`src/rtl/mult_unit_pkg.sv`:
```
// Shared definitions for the iterative HI/LO multiplier: FSM state encoding and default geometry.
package mult_unit_pkg;

    localparam int unsigned MULT_WIDTH_DEF = 32;
    localparam int unsigned MULT_RADIX_DEF = 1;

    typedef enum logic [1:0] {
        MS_IDLE = 2'd0,
        MS_CALC = 2'd1,
        MS_FIX  = 2'd2
    } mult_state_e;

endpackage

```
`src/rtl/mult_unit_if.sv`:
```
// Decoder/WB-side bundle of the multiplier: start request, operands, flush, HI/LO and status.
interface mult_unit_if import mult_unit_pkg::*; #(
    parameter int unsigned WIDTH = MULT_WIDTH_DEF
) ();

    logic             MultStart;
    logic             MultSgn;
    logic [WIDTH-1:0] SrcA;
    logic [WIDTH-1:0] SrcB;
    logic             Flush;
    logic [WIDTH-1:0] Hi;
    logic [WIDTH-1:0] Lo;
    logic             Busy;
    logic             Done;

    modport master (
        output MultStart, MultSgn, SrcA, SrcB, Flush,
        input  Hi, Lo, Busy, Done
    );

    modport slave (
        input  MultStart, MultSgn, SrcA, SrcB, Flush,
        output Hi, Lo, Busy, Done
    );

endinterface

```
`src/rtl/mult_unit_step.sv`:
```
// One CALC iteration: partial product of RADIX_BITS multiplier bits, shifted into the accumulator.
module mult_unit_step import mult_unit_pkg::*; #(
    parameter int unsigned WIDTH      = MULT_WIDTH_DEF,
    parameter int unsigned RADIX_BITS = MULT_RADIX_DEF,
    localparam int unsigned ACC_W     = 2*WIDTH + RADIX_BITS,
    localparam int unsigned SH_W      = $clog2(2*WIDTH)
) (
    input  logic [WIDTH-1:0]      i_mcand,
    input  logic [RADIX_BITS-1:0] i_bits,
    input  logic [SH_W-1:0]       i_shamt,
    input  logic [ACC_W-1:0]      i_acc,
    output logic [ACC_W-1:0]      o_acc_c
);

    localparam int unsigned PP_W = WIDTH + RADIX_BITS;

    logic [PP_W-1:0] w_pp;

    assign w_pp    = PP_W'(i_mcand) * PP_W'(i_bits);
    assign o_acc_c = i_acc + (ACC_W'(w_pp) << i_shamt);

endmodule

```
`src/rtl/mult_unit.sv`:
```
// Iterative mult/multu unit: magnitude shift-add over N=WIDTH/RADIX_BITS cycles, then sign fix-up into HI/LO.
module mult_unit import mult_unit_pkg::*; #(
    parameter int unsigned WIDTH      = MULT_WIDTH_DEF,
    parameter int unsigned RADIX_BITS = MULT_RADIX_DEF
) (
    input  logic       clk,
    input  logic       reset_n,
    mult_unit_if.slave io_bus
);

    localparam int unsigned N     = WIDTH / RADIX_BITS;
    localparam int unsigned CNT_W = $clog2(N + 1);
    localparam int unsigned ACC_W = 2*WIDTH + RADIX_BITS;
    localparam int unsigned SH_W  = $clog2(2*WIDTH);

    mult_state_e          r_state;
    logic [CNT_W-1:0]     r_cnt;
    logic [SH_W-1:0]      r_shamt;
    logic [WIDTH-1:0]     r_mcand;
    logic [WIDTH-1:0]     r_mplier;
    logic                 r_neg;
    logic [ACC_W-1:0]     r_acc;
    logic [WIDTH-1:0]     r_hi;
    logic [WIDTH-1:0]     r_lo;
    logic                 r_busy;
    logic                 r_done;

    logic [WIDTH-1:0]     w_abs_a;
    logic [WIDTH-1:0]     w_abs_b;
    logic                 w_neg;
    logic [ACC_W-1:0]     w_acc_next;
    logic [2*WIDTH-1:0]   w_mag;
    logic [2*WIDTH-1:0]   w_res;
    logic                 w_unused_carry;

    // Magnitudes stay unsigned: |0x80..0| is the same bit pattern read as 2^(WIDTH-1).
    assign w_abs_a = (io_bus.MultSgn && io_bus.SrcA[WIDTH-1]) ? -io_bus.SrcA : io_bus.SrcA;
    assign w_abs_b = (io_bus.MultSgn && io_bus.SrcB[WIDTH-1]) ? -io_bus.SrcB : io_bus.SrcB;
    assign w_neg   = io_bus.MultSgn && (io_bus.SrcA[WIDTH-1] ^ io_bus.SrcB[WIDTH-1]);

    mult_unit_step #(
        .WIDTH      (WIDTH),
        .RADIX_BITS (RADIX_BITS)
    ) u_step (
        .i_mcand (r_mcand),
        .i_bits  (r_mplier[RADIX_BITS-1:0]),
        .i_shamt (r_shamt),
        .i_acc   (r_acc),
        .o_acc_c (w_acc_next)
    );

    // The product of two WIDTH-bit magnitudes never reaches the carry bits.
    assign w_mag          = r_acc[2*WIDTH-1:0];
    assign w_res          = r_neg ? -w_mag : w_mag;
    assign w_unused_carry = ^r_acc[ACC_W-1:2*WIDTH];

    always_ff @(posedge clk or negedge reset_n) begin
        if (!reset_n) begin
            r_state  <= MS_IDLE;
            r_cnt    <= '0;
            r_shamt  <= '0;
            r_mcand  <= '0;
            r_mplier <= '0;
            r_neg    <= 1'b0;
            r_acc    <= '0;
            r_hi     <= '0;
            r_lo     <= '0;
            r_busy   <= 1'b0;
            r_done   <= 1'b0;
        end else begin
            r_done <= 1'b0;
            unique case (r_state)
                MS_IDLE: begin
                    if (io_bus.MultStart && !io_bus.Flush) begin
                        r_mcand  <= w_abs_a;
                        r_mplier <= w_abs_b;
                        r_neg    <= w_neg;
                        r_acc    <= '0;
                        r_cnt    <= CNT_W'(N);
                        r_shamt  <= '0;
                        r_busy   <= 1'b1;
                        r_state  <= MS_CALC;
                    end
                end
                MS_CALC: begin
                    if (io_bus.Flush) begin
                        r_busy  <= 1'b0;
                        r_state <= MS_IDLE;
                    end else begin
                        r_acc    <= w_acc_next;
                        r_mplier <= r_mplier >> RADIX_BITS;
                        r_cnt    <= r_cnt - CNT_W'(1);
                        r_shamt  <= r_shamt + SH_W'(RADIX_BITS);
                        if (r_cnt == CNT_W'(1)) begin
                            r_state <= MS_FIX;
                        end
                    end
                end
                MS_FIX: begin
                    if (!io_bus.Flush) begin
                        r_hi   <= w_res[2*WIDTH-1:WIDTH];
                        r_lo   <= w_res[WIDTH-1:0];
                        r_done <= 1'b1;
                    end
                    r_busy  <= 1'b0;
                    r_state <= MS_IDLE;
                end
                default: begin
                    r_busy  <= 1'b0;
                    r_state <= MS_IDLE;
                end
            endcase
        end
    end

    assign io_bus.Hi   = r_hi;
    assign io_bus.Lo   = r_lo;
    assign io_bus.Busy = r_busy;
    assign io_bus.Done = r_done;

endmodule

```
`src/flat_wrapper.sv`:
```
// flat-port wrapper written by rule: the top's interface ports become plain ports
module mult_unit_flat import mult_unit_pkg::*;
#(
    parameter int unsigned WIDTH      = MULT_WIDTH_DEF,
    parameter int unsigned RADIX_BITS = MULT_RADIX_DEF
)
  (clk, reset_n, io_bus_MultStart, io_bus_MultSgn, io_bus_SrcA, io_bus_SrcB, io_bus_Flush, io_bus_Hi, io_bus_Lo, io_bus_Busy, io_bus_Done);
  mult_unit_if #(.WIDTH(WIDTH)) io_bus_i ();
  input  logic clk;
  input  logic reset_n;
  input wire logic [$bits(io_bus_i.MultStart)-1:0] io_bus_MultStart;
  input wire logic [$bits(io_bus_i.MultSgn)-1:0] io_bus_MultSgn;
  input wire logic [$bits(io_bus_i.SrcA)-1:0] io_bus_SrcA;
  input wire logic [$bits(io_bus_i.SrcB)-1:0] io_bus_SrcB;
  input wire logic [$bits(io_bus_i.Flush)-1:0] io_bus_Flush;
  output wire logic [$bits(io_bus_i.Hi)-1:0] io_bus_Hi;
  output wire logic [$bits(io_bus_i.Lo)-1:0] io_bus_Lo;
  output wire logic [$bits(io_bus_i.Busy)-1:0] io_bus_Busy;
  output wire logic [$bits(io_bus_i.Done)-1:0] io_bus_Done;
  assign io_bus_i.MultStart = io_bus_MultStart;
  assign io_bus_i.MultSgn = io_bus_MultSgn;
  assign io_bus_i.SrcA = io_bus_SrcA;
  assign io_bus_i.SrcB = io_bus_SrcB;
  assign io_bus_i.Flush = io_bus_Flush;
  assign io_bus_Hi = io_bus_i.Hi;
  assign io_bus_Lo = io_bus_i.Lo;
  assign io_bus_Busy = io_bus_i.Busy;
  assign io_bus_Done = io_bus_i.Done;
  mult_unit #(.WIDTH(WIDTH), .RADIX_BITS(RADIX_BITS)) u_core (.clk(clk), .reset_n(reset_n), .io_bus(io_bus_i));
endmodule
```
`config.mk`:
```
export PLATFORM = sky130hd
export DESIGN_NAME = mult_unit_flat
export DESIGN_NICKNAME = d
export VERILOG_FILES = /design/src/rtl/mult_unit_pkg.sv /design/src/rtl/mult_unit_if.sv /design/src/rtl/mult_unit_step.sv /design/src/rtl/mult_unit.sv /design/src/flat_wrapper.sv
export SDC_FILE = /design/constraint.sdc
export NUM_CORES = 1
export LEC_CHECK = 0
export ABC_AREA = 1
export BUFFER_PORTS_ARGS = -buffer_cell sky130_fd_sc_hd__clkbuf_2
export CAP_MARGIN = 5
export CORE_MARGIN = 2
export CORE_UTILIZATION = 44
export CTS_BUF_LIST = sky130_fd_sc_hd__clkbuf_4 sky130_fd_sc_hd__clkbuf_8
export DETAILED_ROUTE_END_ITERATION = 8
export PLACE_DENSITY = 0.65
export RECOVER_POWER = 25
export SETUP_SLACK_MARGIN = 0.15
export SYNTH_ARGS = -nofsm -noshare
export SYNTH_HDL_FRONTEND = slang
export SYNTH_SLANG_ARGS = --single-unit
```
`constraint.sdc`:
```
create_clock -name clk -period 7.8 [get_ports clk]
set_input_delay 0.78 -clock clk [delete_from_list [all_inputs] [get_ports clk]]
set_output_delay 0.78 -clock clk [all_outputs]
set_load 0.02 [all_outputs]
```
# After elaboration in Yosys (flattened, before gate mapping)
# Cells that the tools add are included.
word_totals:
  elab_cells: 64
  regBits: 210
  in_bits: 69
  out_inout_bits: 66
op_classes:
  n_mux: 24
  eq_ne: 7
  reduce_logical: 12
  n_bitwise: 2
  multipliers: 1
  shifts: 1
  add_sub_neg: 6
op_table:
  columns: ["operator", "n"]
  rows:
  - ["$mux 65", 2]
  - ["$pmux 65 s2", 1]
  - ["$mux 32", 4]
  - ["$add 65x65->65", 1]
  - ["$shl 33x6->65", 1]
  - ["$mux 64", 1]
  - ["$neg 32->32", 2]
  - ["$neg 64->64", 1]
  - ["$pmux 32 s2", 1]
  - ["$mul 32x1->33", 1]
  - ["$mux 6", 4]
  - ["$pmux 6 s2", 2]
  - ["$reduce_and 2->1", 4]
  - ["$add 6x1->6 const B", 1]
  - ["$eq 6x1->1 const B", 1]
  - ["$mux 2", 3]
  - ["$sub 6x1->6 const B", 1]
  - ["$logic_and 1x1->1", 4]
  - ["$mux 1", 4]
  - ["$ne 2x2->1 const B", 2]
  - ["$pmux 2 s2", 1]
  - ["$ne 3x2->1 const B", 1]
  - ["$reduce_and 3->1", 1]
  - ["$eq 2x1->1 const B", 1]
  - ["8 further kinds", 8]

# Logic depth before layout (Yosys ltp)
logic_depth:
  depth_word: 5
  mapped_depth: 29
  depth_no_buf: 27

# Hierarchy
# A second synthesis with hierarchy kept.
unflattened:
  hier_cells: 3432
  hier_area_um2: 20322.0
modules_own_cells:
  columns: ["module", "seq_area_each_um2", "instances", "cells_per_inst", "area_each_um2"]
  rows:
  - ["mult_unit", 5255.0, 1, 1733, 12200.5]
  - ["mult_unit_step", 0.0, 1, 1699, 8121.5]

# Worst setup path before layout
# OpenSTA, ideal clock, no wires.
synth_path:
  path_type: "register to register"
  start: "register u_core.r_shamt[0]"
  end: "register u_core.r_acc[62]"
  setup_time_ns: 0.118
  stages_incl_launch_ff: 25
  period_less_slack_ns: 2.997
  t_arrival_ns: 2.879
  path_buffers: 2
  required_ns: 7.682
  setup_slack_ns: 4.803
  path_cell_list: "dfrtp_1 buf_4 inv_4 buf_6 nand3_1 nor2_1 nand3_1 nor3_1 ha_1 inv_1 fa_1 inv_1 nand3_1 nand2_1 nand2_1 nand2_2 inv_2 o21ai_1 nand2_1 nand2_2 nand2_1 nand2_1 nand2_1 nand3_1 nand2_1"
synth_between:
  elab_chain_cells: 4
synth_lines:
  columns: ["element", "line", "text"]
  rows:
  - ["start, declared", "mult_unit.sv:18", "logic [SH_W-1:0] r_shamt;"]
  - ["start signal, assigned", "mult_unit.sv:93", "r_shamt <= r_shamt + SH_W'(RADIX_BITS);"]
  - ["$shl 33x6->65", "mult_unit_step.sv:20", "assign o_acc_c = i_acc + (ACC_W'(w_pp) << i_shamt);"]
  - ["$add 65x65->65", "mult_unit_step.sv:20", null]
  - ["$mux 65", "mult_unit.sv:86", "if (io_bus.Flush) begin"]
  - ["$pmux 65 s2", "mult_unit.sv:72", "unique case (r_state)"]
  - ["end signal, assigned", "mult_unit.sv:90", "r_acc <= w_acc_next;"]
  - ["end, declared", "mult_unit.sv:22", "logic [ACC_W-1:0] r_acc;"]
# Every way passes these cells. The select of a mux whose other input is x is not followed.
# A chain may end at the register's enable or synchronous reset.

==> results_dict.tcl <==
set metrics [dict create \
    overflow 0 \
    met3_wirelength_um 4970 \
    worst-path-max-fanout 81 \
    synth_cell_types 61 \
    via_per_inst 5.58 \
    netlist_area_mm2 0.0196 \
    critPathTopFamily "buffers and inverters" \
    grt_pass1_wl_um 115000 \
    die_w_um 215 \
    yosys-top-cells-count "nand2_1 (956), nor2_1 (414), inv_1 (319)" \
    finalCritPeriodShare_pct 69.4 \
    routed.top_layer "met5" \
    rsz0062_at_grt "no" \
    antenna_found_initial 4 \
    drc_errors 0 \
    grt_start_max_net_pins 102 \
    slew_headroom_pct -224 \
    ir_worst_vdd_uv 203 \
    synth_cells 3204 \
    endpoint_kind "asynchronous set/reset pin" \
    areaGrowthSynthToFinish_pct 9.49 \
    cts_tree "done" \
    placed_cells 3832 \
    cts_sinks 209 \
    numCtsBuffers 41 \
    worst_pin_slew_ns 4.87 \
    route.met2.wl_um 34300 \
    setup_violations 0 \
    drt.antenna.violating_nets 0 \
    r2r_slack_ns 2.81 \
    instances_no_fill 3906 \
    std_cell_rows 77 \
    boundaryPins 135 \
    status "finished, violations left" \
    vias 21800 \
    synth_area_per_cell_um2 6.13 \
    dpl.hpwl_um 59200 \
    fmax_ghz 0.185 \
    crit_slowest_cell "clkbuf_1" \
    drive_gt1_share_pct 9.66 \
    finalPower_mw 8.24 \
    synth_edf_count 0 \
    violations "capacitance limit, slew limit" \
    initial_utilization_pct 44.5 \
    cts_root_buf "clkbuf_8" \
    clk_pin_slew_ns 0.06 \
    die_area_mm2 0.0463 \
    met1_length_um 31700 \
    clk_path_buf_depth 3 \
    p_leak_nw 10.8 \
    hold_viol 0 \
    path_buf_inv 2 \
    skew_ns 0.0414 \
    critPathArrivalTime_ns 5.84 \
    max_stage_delay_ns 3.35 \
    fin_tns_setup_ns 0 \
    ctsHoldBuffers 0 \
    grtUsageTotal_pct 31.6 \
    drtPass1Iterations 8 \
    slew_viol_final 168 \
    drtIter0Drc 2251 \
    grt_pass1_vias 20400 \
    async_flop_share_pct 100 \
    portBuffers 134 \
    htreeDepth 2 \
    wl_per_cell_um 19.1 \
    clk_latency_ns 0.62 \
    synth_top_area_cell "dfrtp_1" \
    ys_seq_elements 209 \
    yosysTopAreaCellShare_pct 26.6 \
    crit_type "in2async" \
    synth-warning-count 0 \
    core-area_mm2 0.0441 \
    hold_path.class "in2reg" \
    drt-total-wl_um 74800 \
    cts_resized 0 \
    die_h_um 215 \
    path_cells "clkbuf_1 > clkbuf_2" \
    gp_congestion 1.01 \
    postSynthNetCount 3345 \
    post_cts_buffers 0 \
    synth.area.top_cells "dfrtp_1 (27%), nand2_1 (18%), nor2_1 (7.9%)" \
    crit_required_ns 8.22 \
    diodes 0 \
    synth_most_common_cell "nand2_1" \
    fill_cells 4826 \
    period_needed_ns 5.42 \
    worst_setup_path_start_kind "primary input" \
    hold_ws_ns 0.449 \
    ys_seq_area_share_pct 26.6 \
    nets 3424 \
    power_density_mw_per_mm2 384 \
    cap_violations 3 \
    synth_flop_cell "dfrtp_1" \
]
[cell families after synthesis]
kind of cell | synth area share, %
buf+inv | 9.59
simple gates | 38.6
flops | 26.6
compound gates | 16.8
mux | 0.153
fa+ha+maj | 4.63
xor+xnor | 3.57
[stage by stage]
| step | area, um2 | worst slack (ns) | utilization [%] |
|---|---|---|---|
| CTS | 21500 | 3.09 | 48.7 |
| detailed placement | 20600 | 3.08 | 46.7 |
| global route | 21500 | 1.38 | 48.7 |
| finish | 21500 | 2.38 | 48.7 |
| floorplan | 19600 | 4.80 | - |
| global placement | 20600 | 3.13 | 46.7 |
[flip-flops by register name, summed over array words and instances, names as in the netlist]
signal,count
u_core.r_acc,64
u_core.io_bus.Hi,32
u_core.io_bus.Lo,32
u_core.r_mcand,32
u_core.r_mplier,32
u_core.r_cnt,6
u_core.r_shamt,6
u_core.r_state,2
u_core.io_bus.Busy,1
u_core.io_bus.Done,1
u_core.r_neg,1
[worst reg2reg max path, cell delays in order (launching register included)]
cell	delay [ns]
dfrtp_1	0.37
inv_1	0.75
nor2_1	0.43
inv_1	0.55
nor2_1	0.11
a211oi_1	0.57
ha_1	0.30
nand2_1	0.12
nor2_1	0.18
inv_1	0.09
nor2_1	0.14
inv_1	0.12
nor2_1	0.46
nand3_1	0.30
nand3_1	0.17
nand2_1	0.06
nand3_1	0.07
o21ai_0	0.10
[cells in the final DEF (no fill, tap or decap), types with 71 or more instances in the layout]
master / count
a21oi_1: 159
nor2_1: 414
ha_1: 71
nand3_1: 228
clkbuf_2: 134
nand2_1: 956
inv_1: 318
o21ai_1: 112
dfrtp_1: 208
o21ai_0: 231
[report_power, final]
part / internal [mW] / switching (mW)
Combinational: 1.51 / 3.73
Sequential: 1.41 / 0.312
Clock: 0.736 / 0.539
[final timing paths]
| kind | from | to | cells past startpoint |
|---|---|---|---|
| hold reg to reg | u_core.io_bus.Hi[26]$_DFFE_PN0P_ | u_core.io_bus.Hi[26]$_DFFE_PN0P_ | 2 |
| min in group asynchronous | reset_n | u_core.io_bus.Hi[30]$_DFFE_PN0P_ | 1 |
| setup reg to reg | u_core.r_shamt[4]$_DFFE_PN0P_ | u_core.r_acc[38]$_DFFE_PN0P_ | 17 |
| setup / recovery | reset_n | u_core.r_cnt[1]$_DFFE_PN0P_ | 2 |
| hold / removal | io_bus_SrcA[19] | u_core.r_mcand[19]$_DFFE_PN0P_ | 3 |
| max in group clk | u_core.r_shamt[4]$_DFFE_PN0P_ | u_core.r_acc[38]$_DFFE_PN0P_ | 17 |
[metal layers]
layer,vias to the layer above,global-route usage (%)
li1,10600,-
met1,10100,41.3
met2,895,51.8
met3,201,4.32
met4,6,14.7
met5,-,0
[final cells by class]
cell class / instances / area [um2] / share of cell area, %
Tap cell: 592 / 741 / 3.45
Inverter: 338 / 1270 / 5.92
Clock inverter: 17 / 191 / 0.891
Timing Repair Buffer: 154 / 813 / 3.78
Multi-Input combinational cell: 2539 / 12500 / 58.3
Clock buffer: 57 / 722 / 3.36
Sequential cell: 209 / 5230 / 24.3
Power figures use the tool's default switching activity.
